## config.mk

```make
export PLATFORM = sky130hd
export DESIGN_NAME = mem_access_ctrl
export DESIGN_NICKNAME = d
export VERILOG_FILES = /design/src/rtl/mem_access_ctrl.sv
export SDC_FILE = /design/constraint.sdc
export NUM_CORES = 1
export LEC_CHECK = 0
export ABC_AREA = 1
export BUFFER_PORTS_ARGS = -buffer_cell sky130_fd_sc_hd__buf_2
export CELL_PAD_IN_SITES_DETAIL_PLACEMENT = 1
export CELL_PAD_IN_SITES_GLOBAL_PLACEMENT = 1
export CORE_MARGIN = 2
export CORE_UTILIZATION = 38
export CTS_CLUSTER_DIAMETER = 100
export CTS_CLUSTER_SIZE = 10
export DETAILED_ROUTE_END_ITERATION = 10
export GPL_TIMING_DRIVEN = 0
export PLACE_DENSITY = 0.95
export SLEW_MARGIN = 30
export SYNTH_ARGS = -nofsm -noshare
export SYNTH_HDL_FRONTEND = slang
export SYNTH_SLANG_ARGS = --single-unit
```

## constraint.sdc

```tcl
create_clock -name clk -period 8.03 [get_ports clk]
set_input_delay 0.803 -clock clk [delete_from_list [all_inputs] [get_ports clk]]
set_output_delay 0.803 -clock clk [all_outputs]
set_load 0.1 [all_outputs]
```

## src/rtl/mem_access_ctrl.sv

```systemverilog
// Multicycle load/store sequencer between the control unit and a byte-addressed data memory.
// Each request is range/alignment checked, then issued as timed strobes.
module mem_access_ctrl #(
  parameter logic [31:0] BASE_ADDR = 32'h10010000,
  parameter int          DEPTH     = 1024
) (
  input  logic        clk,
  input  logic        rst,
  input  logic        start,
  input  logic [2:0]  op,
  input  logic [31:0] addr,
  input  logic [31:0] wdata,
  output logic        busy,
  output logic        done,
  output logic        fault,
  output logic [31:0] rdata,
  output logic        mem_w,
  output logic        mem_r,
  output logic        mem_s,
  output logic [1:0]  mem_c,
  output logic [31:0] mem_addr,
  output logic [31:0] mem_wdata,
  input  logic [31:0] mem_rdata
);

  localparam logic [2:0] S_IDLE    = 3'd0;
  localparam logic [2:0] S_SETUP   = 3'd1;
  localparam logic [2:0] S_ACCESS  = 3'd2;
  localparam logic [2:0] S_CAPTURE = 3'd3;
  localparam logic [2:0] S_DONE    = 3'd4;
  localparam logic [2:0] S_FAULT   = 3'd5;

  localparam logic [2:0] OP_LW  = 3'b000;
  localparam logic [2:0] OP_LH  = 3'b001;
  localparam logic [2:0] OP_LHU = 3'b010;
  localparam logic [2:0] OP_LB  = 3'b011;
  localparam logic [2:0] OP_LBU = 3'b100;
  localparam logic [2:0] OP_SW  = 3'b101;
  localparam logic [2:0] OP_SH  = 3'b110;
  localparam logic [2:0] OP_SB  = 3'b111;

  localparam logic [32:0] LAST_OFFSET = 33'(DEPTH - 1);

  logic [2:0]  state_q, state_d;
  logic [2:0]  op_q, op_d;
  logic [31:0] mem_addr_q, mem_addr_d;
  logic [1:0]  mem_c_q, mem_c_d;
  logic        mem_s_q, mem_s_d;
  logic [31:0] mem_wdata_q, mem_wdata_d;
  logic [31:0] rdata_q, rdata_d;

  logic [1:0]  req_c;
  logic [32:0] req_bytes;
  logic [31:0] req_offset;
  logic [32:0] req_end;
  logic        req_bad;
  logic        op_is_store;

  // Request decode: size, offset and the 33-bit end address so a CPU address
  // below BASE_ADDR wraps to a huge offset and fails the range test.
  always_comb begin
    req_c     = 2'b00;
    req_bytes = 33'd4;
    case (op)
      OP_LH, OP_LHU, OP_SH: begin req_c = 2'b01; req_bytes = 33'd2; end
      OP_LB, OP_LBU, OP_SB: begin req_c = 2'b10; req_bytes = 33'd1; end
      default:              begin req_c = 2'b00; req_bytes = 33'd4; end
    endcase
    req_offset = addr - BASE_ADDR;
    req_end    = {1'b0, req_offset} + req_bytes - 33'd1;
    req_bad    = (req_end > LAST_OFFSET)
               || ((req_c == 2'b00) && (addr[1:0] != 2'b00))
               || ((req_c == 2'b01) && addr[0]);
  end

  assign op_is_store = (op_q == OP_SW) || (op_q == OP_SH) || (op_q == OP_SB);

  always_comb begin
    state_d     = state_q;
    op_d        = op_q;
    mem_addr_d  = mem_addr_q;
    mem_c_d     = mem_c_q;
    mem_s_d     = mem_s_q;
    mem_wdata_d = mem_wdata_q;
    rdata_d     = rdata_q;
    case (state_q)
      S_IDLE: begin
        if (start) begin
          if (req_bad) begin
            state_d = S_FAULT;
          end else begin
            state_d     = S_SETUP;
            op_d        = op;
            mem_addr_d  = req_offset;
            mem_c_d     = req_c;
            mem_s_d     = (op == OP_LH) || (op == OP_LB);
            mem_wdata_d = wdata;
          end
        end
      end
      S_SETUP:  state_d = S_ACCESS;
      S_ACCESS: state_d = op_is_store ? S_DONE : S_CAPTURE;
      S_CAPTURE: begin
        state_d = S_DONE;
        case (op_q)
          OP_LH:   rdata_d = {{16{mem_rdata[15]}}, mem_rdata[15:0]};
          OP_LHU:  rdata_d = {16'h0000, mem_rdata[15:0]};
          OP_LB:   rdata_d = {{24{mem_rdata[7]}}, mem_rdata[7:0]};
          OP_LBU:  rdata_d = {24'h000000, mem_rdata[7:0]};
          default: rdata_d = mem_rdata;
        endcase
      end
      default: state_d = S_IDLE;
    endcase
  end

  always_ff @(posedge clk) begin
    if (rst) begin
      state_q     <= S_IDLE;
      op_q        <= OP_LW;
      mem_addr_q  <= '0;
      mem_c_q     <= 2'b00;
      mem_s_q     <= 1'b0;
      mem_wdata_q <= '0;
      rdata_q     <= '0;
    end else begin
      state_q     <= state_d;
      op_q        <= op_d;
      mem_addr_q  <= mem_addr_d;
      mem_c_q     <= mem_c_d;
      mem_s_q     <= mem_s_d;
      mem_wdata_q <= mem_wdata_d;
      rdata_q     <= rdata_d;
    end
  end

  // Strobes decode straight from state, so a reset drops them at the next edge.
  assign busy      = (state_q != S_IDLE);
  assign done      = (state_q == S_DONE);
  assign fault     = (state_q == S_FAULT);
  assign mem_w     = (state_q == S_ACCESS) && op_is_store;
  assign mem_r     = ((state_q == S_ACCESS) || (state_q == S_CAPTURE)) && !op_is_store;
  assign mem_s     = mem_s_q;
  assign mem_c     = mem_c_q;
  assign mem_addr  = mem_addr_q;
  assign mem_wdata = mem_wdata_q;
  assign rdata     = rdata_q;

endmodule

```

* Yosys cells after proc, flatten, opt, wreduce, memory -nomap -nowiden *
Index checks and enable logic that the tools add are counted.

operators by class
  bitwise logic cells = 1
  reduce and logical (&&, ||, !) cells = 18
  order comparisons = 1
  equal/unequal tests = 20
  $add $sub $neg = 3
  multiplexer cells = 7

operator list
  cell                      count
  $pmux W32 S4              1
  $add A32 B33 Y33          1
  $gt A33 B10 Y1 const B    1
  $sub A33 B1 Y33 const B   1
  $sub A32 B29 Y32 const B  1
  $eq A3 B3 Y1 const B      9
  $eq A3 B2 Y1 const B      6
  $pmux W3 S4               1
  $eq A3 B1 Y1 const B      3
  $mux W3                   3
  $logic_or A1 B1 Y1        6
  $pmux W3 S2               1
  $reduce_or A3 Y1          2
  $logic_and A1 B1 Y1       4
  $pmux W2 S2               1
  $logic_not A3 Y1          1
  $reduce_and A3 Y1         1
  $reduce_bool A3 Y1        1
  $eq A2 B1 Y1 const B      1
  $logic_not A2 Y1          1
  $ne A2 B2 Y1 const B      1
  $reduce_bool A2 Y1        1
  $logic_not A1 Y1          1
  $not A1 Y1                1

storage, ports and cells
  bits in registers = 105
  output and inout port bits = 104
  input bits = 102

* Longest topological paths before layout *
  word-level depth = 11
  gate-level depth with buffers = 32

* Worst setup path after synthesis *
No wires, ideal clock.

  kind = input -> register
  from = input port addr[16]
  to = register mem_addr_q[10] (netlist: mem_addr[10])
  library setup time = 113 ps
  data arrival time = 4085 ps
  stages on the path = 30
  data required time = 7917 ps
  slack = 3832 ps
  cell sequence = inv_2 ha_1 nand2_1 nor3_1 inv_1 nor2_1 nand2_1 nor2_1 inv_1 nor2_1 nand2_1 nand2_1 nand2_1 xor2_1 ha_1 inv_1 nor3_1 nand2_1 nor3_1 nand2_1 nand4_1 nand2_1 nor2_1 nand3_1 nor3_4 nand2_2 buf_2 buf_2 nor2_1 nor2_1

between the ends
  cells in the longest elaborated chain, start to end = 8

ends and longest elaborated chain
  what                                line  source
  start: declaration                  11    input logic [31:0] addr,
  $sub A32 B29 Y32                    69    req_offset = addr - BASE_ADDR;
  $add A32 B33 Y33                    70    req_end = {1'b0, req_offset} + req_bytes - 33'd1;
  $sub A33 B1 Y33                     70
  $gt A33 B10 Y1                      71    req_bad = (req_end > LAST_OFFSET)
  $logic_or A1 B1 Y1                  72    || ((req_c == 2'b00) && (addr[1:0] != 2'b00))
  $logic_or A1 B1 Y1                  73    || ((req_c == 2'b01) && addr[0]);
  $not A1 Y1 (no source line)         -
  $reduce_and A3 Y1 (no source line)  -
  end signal: assignment              129   mem_addr_q <= mem_addr_d;
  end: declaration                    46    logic [31:0] mem_addr_q, mem_addr_d;

Every way passes these cells.
A chain may end at the register's enable or synchronous reset.

* Worst setup path after layout *
  from = input port addr[16]
  to = register mem_addr_q[11] (netlist: mem_addr[11])

between the ends
  cells in the longest elaborated chain, start to end = 8

ends and longest elaborated chain
  what                                line  source
  $sub A32 B29 Y32                    69
  net req_offset[16]                  54    logic [31:0] req_offset;
  $add A32 B33 Y33                    70
  $sub A33 B1 Y33                     70
  $gt A33 B10 Y1                      71
  $logic_or A1 B1 Y1                  72
  $logic_or A1 B1 Y1                  73
  $not A1 Y1 (no source line)         -
  $reduce_and A3 Y1 (no source line)  -

The timed path passes the listed nets, and every way through them passes these cells.

==> impl_results.md <==
* Status: complete, no violations
* Die width at 140.0 µm
* Largest net degree at the start of global routing at 20
* Hold Path Cell Cnt at 2
* Layout Nets at 1552
* HP Start: mem_s$_SDFFE_PP0P_
* Leakage power at between 5 and 6 nW
* Post-synthesis register bit count at 105
* Synth-to-Final Area Change at 22.91%
* Fillers at 2583
* GP Congestion at 0.9335
* Minimum clock period at 5.033 ns
* R2R Setup Slk at 5.46 ns
* FP Rows at a little under 50
* Max frequency at 198.7 MHz
* Initial antenna violation count at 2
* Post-route clock period utilization at a little over three fifths
* CP Data Required Time at 8.29 ns
* Startpoint Class: input port
* Pins Over Slew Limit at 0
* CTS buffer count at 9
* Max cap viols at 0
* Crit path kind: in -> reg
* Die Span Y at approximately 140 µm
* DPL Wire Length at 20.35 mm
* DRC viols at 0
* Fin area at 8638 µm²
* HP Class: reg -> reg
* Synth top area cells: dfxtp_1 30%, nand2_1 19%, inv_1 12%
* Overall Global Routing Usage at roughly 25%
* Clock latency on the worst-skew pair at around 0.36 ns
* Hold WS at 0.4762 ns
* Clock Skew at 0.01266 ns
* DP Area at 8341 µm²
* Worst r2r path cells at 9
* Commonest cells in the netlist: 351 x nand2_1, 222 x inv_1, 220 x nor2_1
* CTS H-tree depth at 3
* Placed insts at 1632
* Fin Setup TNS at 0 ns
* Layout cells sized above 1 at 18.11%
* CTS max path bufs at 2
* Via density at 4.930
* Crit path top cell by count: nand2_1
* Cts hold-fix bufs at 0
* # IOs at between 200 and 250
* # Post-CTS Setup Buffers at 0
* Worst vdd ir at roughly 0.00016 V
* CTS Root Cell: clkbuf_16
* RSZ-0062 raised after global routing: false
* Max incr delay on CP at 0.41 ns
* Initial core utilization at 38.99%
* Critical Path AT at 5.29 ns
* Syn avg cell area at 5.866 µm²
* Non-Filler Instances at 1651
* Core Area at 18020 µm²
* TritonCTS clock tree: done
* Worst-Margin Slew at 0.7335 ns
* Syn Inst Count at 1198
* Area leader, netlist: dfxtp_1
* Crit path capture type: register
* Yosys cell types at 36
* Post-Syn Area at around 7000 µm²
* DRT antenna net count at 0
* Vias in the first global route at approximately 8400
* Pwr Density at 179.4 nW/µm²
* Num Clock Sinks at 105
* Hold endpoint: mem_s$_SDFFE_PP0P_
* Routed vias at 8139
* Ys Warns at 0
* Drt pass-1 iters at 4
* Crit-path slowest cell: ha_1
* Iteration-0 DRC Markers at roughly 340
* RR Endpoint: rdata[22]$_SDFFE_PP0P_
* Post-synth EDFFs at 0
* Resized Gates After CTS at 0
* Reg2Reg Launch Point: op_q[1]$_SDFFE_PP0P_
* Wire length per cell at 15.44 µm
* Main flop type after synthesis: dfxtp_1
* Final wirelength at 25.50 mm
* Post-synth ARST share at 0%
* Relative slew slack at 50.77%
* Endpoints failing setup at 0
* Crit path max fanout at 10
* Global-route wire length before repair at roughly 41 mm
* Syn_nets at 1336
* Die Area at between 15000 and 20000 µm²
* Number of port buffers at 205
* Post-synthesis sequential area ratio at 29.91%
* Clk slew on worst S/H paths at 0.08 ns
* Overflow left after global routing at 0
* Most numerous cell in the Yosys netlist: nand2_1
* Top-area cell type share of the netlist area at 29.91%
* Fin. Hold Viols at 0
[cells in the final DEF, fill, tap and decap left out, types with 2 or more instances in the layout]
| cell type | instances |
|---|---|
| nand2_1 | 351 |
| inv_1 | 222 |
| nor2_1 | 220 |
| buf_2 | 211 |
| dfxtp_1 | 105 |
| a21oi_1 | 53 |
| nand3_1 | 50 |
| o21ai_0 | 50 |
| ha_1 | 35 |
| clkbuf_1 | 18 |
| nand4_1 | 13 |
| nor3_1 | 11 |
| xor2_1 | 9 |
| o21ai_1 | 9 |
| clkbuf_16 | 9 |
| inv_2 | 8 |
| buf_6 | 8 |
| diode_2 | 3 |
| nand2_2 | 3 |
| nand3b_1 | 3 |
| inv_6 | 3 |
| xnor2_1 | 2 |
| nor3_2 | 2 |
| or2_2 | 2 |
| nor2_2 | 2 |
| nand3_2 | 2 |
| o21bai_1 | 2 |
| o21a_1 | 2 |
[power by group]
group          leakage (nW)  internal [mW]  total (mW)  switching, mW
Clock                 0.139          0.220       0.458          0.238
Sequential            0.846          0.540       0.553         0.0131
Combinational          4.13          0.134       0.539          0.406
Total                  5.12          0.893        1.55          0.657
[through the flow]
stage | setup slack, ns | util, % | power (mW)
after floorplan | 3.832 | - | 0.9568
after global placement | 2.778 | 46.27 | 1.074
after detailed placement | 2.672 | 46.27 | 1.092
after CTS | 2.991 | 47.88 | 1.549
after global routing | 2.464 | 47.91 | 1.624
final | 2.997 | 47.92 | 1.550
[registers in the layout (all words and copies together) (netlist names)]
signal     count
mem_c          2
mem_wdata     32
mem_addr      32
mem_s          1
op_q           3
state_q        3
rdata         32
[per-layer routing]
| layer | global-route usage (%) | wire, µm | vias up |
|---|---|---|---|
| met5 | 0 | 0 | - |
| met4 | 9.368 | 725 | 0 |
| met3 | 2.735 | 1083 | 48 |
| met2 | 45.57 | 12560 | 221 |
| met1 | 31.55 | 11130 | 3813 |
| li1 | - | - | 4057 |
[final cells by class]
class / instances / area, µm² / area share (%)
Buffer: 31 / 183.9 / 2.129
Antenna cell: 3 / 7.507 / 0.08691
Timing Repair Buffer: 205 / 1026 / 11.88
Clock inverter: 6 / 61.31 / 0.7097
Multi-Input combinational cell: 832 / 3879 / 44.90
Tap cell: 229 / 286.5 / 3.317
Sequential cell: 105 / 2102 / 24.33
Clock buffer: 10 / 229.0 / 2.651
Inverter: 230 / 863.3 / 9.994
[worst max path at each step]
| stage | from | to | slack [ns] | depth (start not counted) |
|---|---|---|---|---|
| 3_5_place_dp | addr[16] | mem_addr[11]$_SDFFE_PP0P_ | 2.67 | 31 |
| 5_1_grt | addr[16] | mem_addr[24]$_SDFFE_PP0P_ | 2.46 | 32 |
| 3_3_place_gp | addr[16] | mem_addr[11]$_SDFFE_PP0P_ | 2.78 | 30 |
| 6_report | addr[16] | mem_addr[11]$_SDFFE_PP0P_ | 3.00 | 31 |
| 2_1_floorplan | addr[16] | mem_addr[10]$_SDFFE_PP0P_ | 3.83 | 30 |
| 4_1_cts | addr[16] | mem_addr[11]$_SDFFE_PP0P_ | 2.99 | 31 |
[critical path: cells and delay by family]
family        cells  cell delay (ns)
simple gates     21             2.70
buf+inv           7             0.96
fa+ha+maj         2             0.61
xor+xnor          1             0.18
[cells by family (layout without fill, tap and decap cells)]
kind of cell	after synthesis	in the layout	synth area share [%]
XOR/XNOR	12	12	1.602
flip-flops	105	105	29.91
other	0	3	0
adder cells (fa/ha/maj)	36	36	6.516
buffers and inverters	261	482	14.90
AND/OR/NAND/NOR	663	663	38.03
AO/OA/AOI/OAI	121	121	9.044
Note: power is estimated with default switching activity, not from simulation.
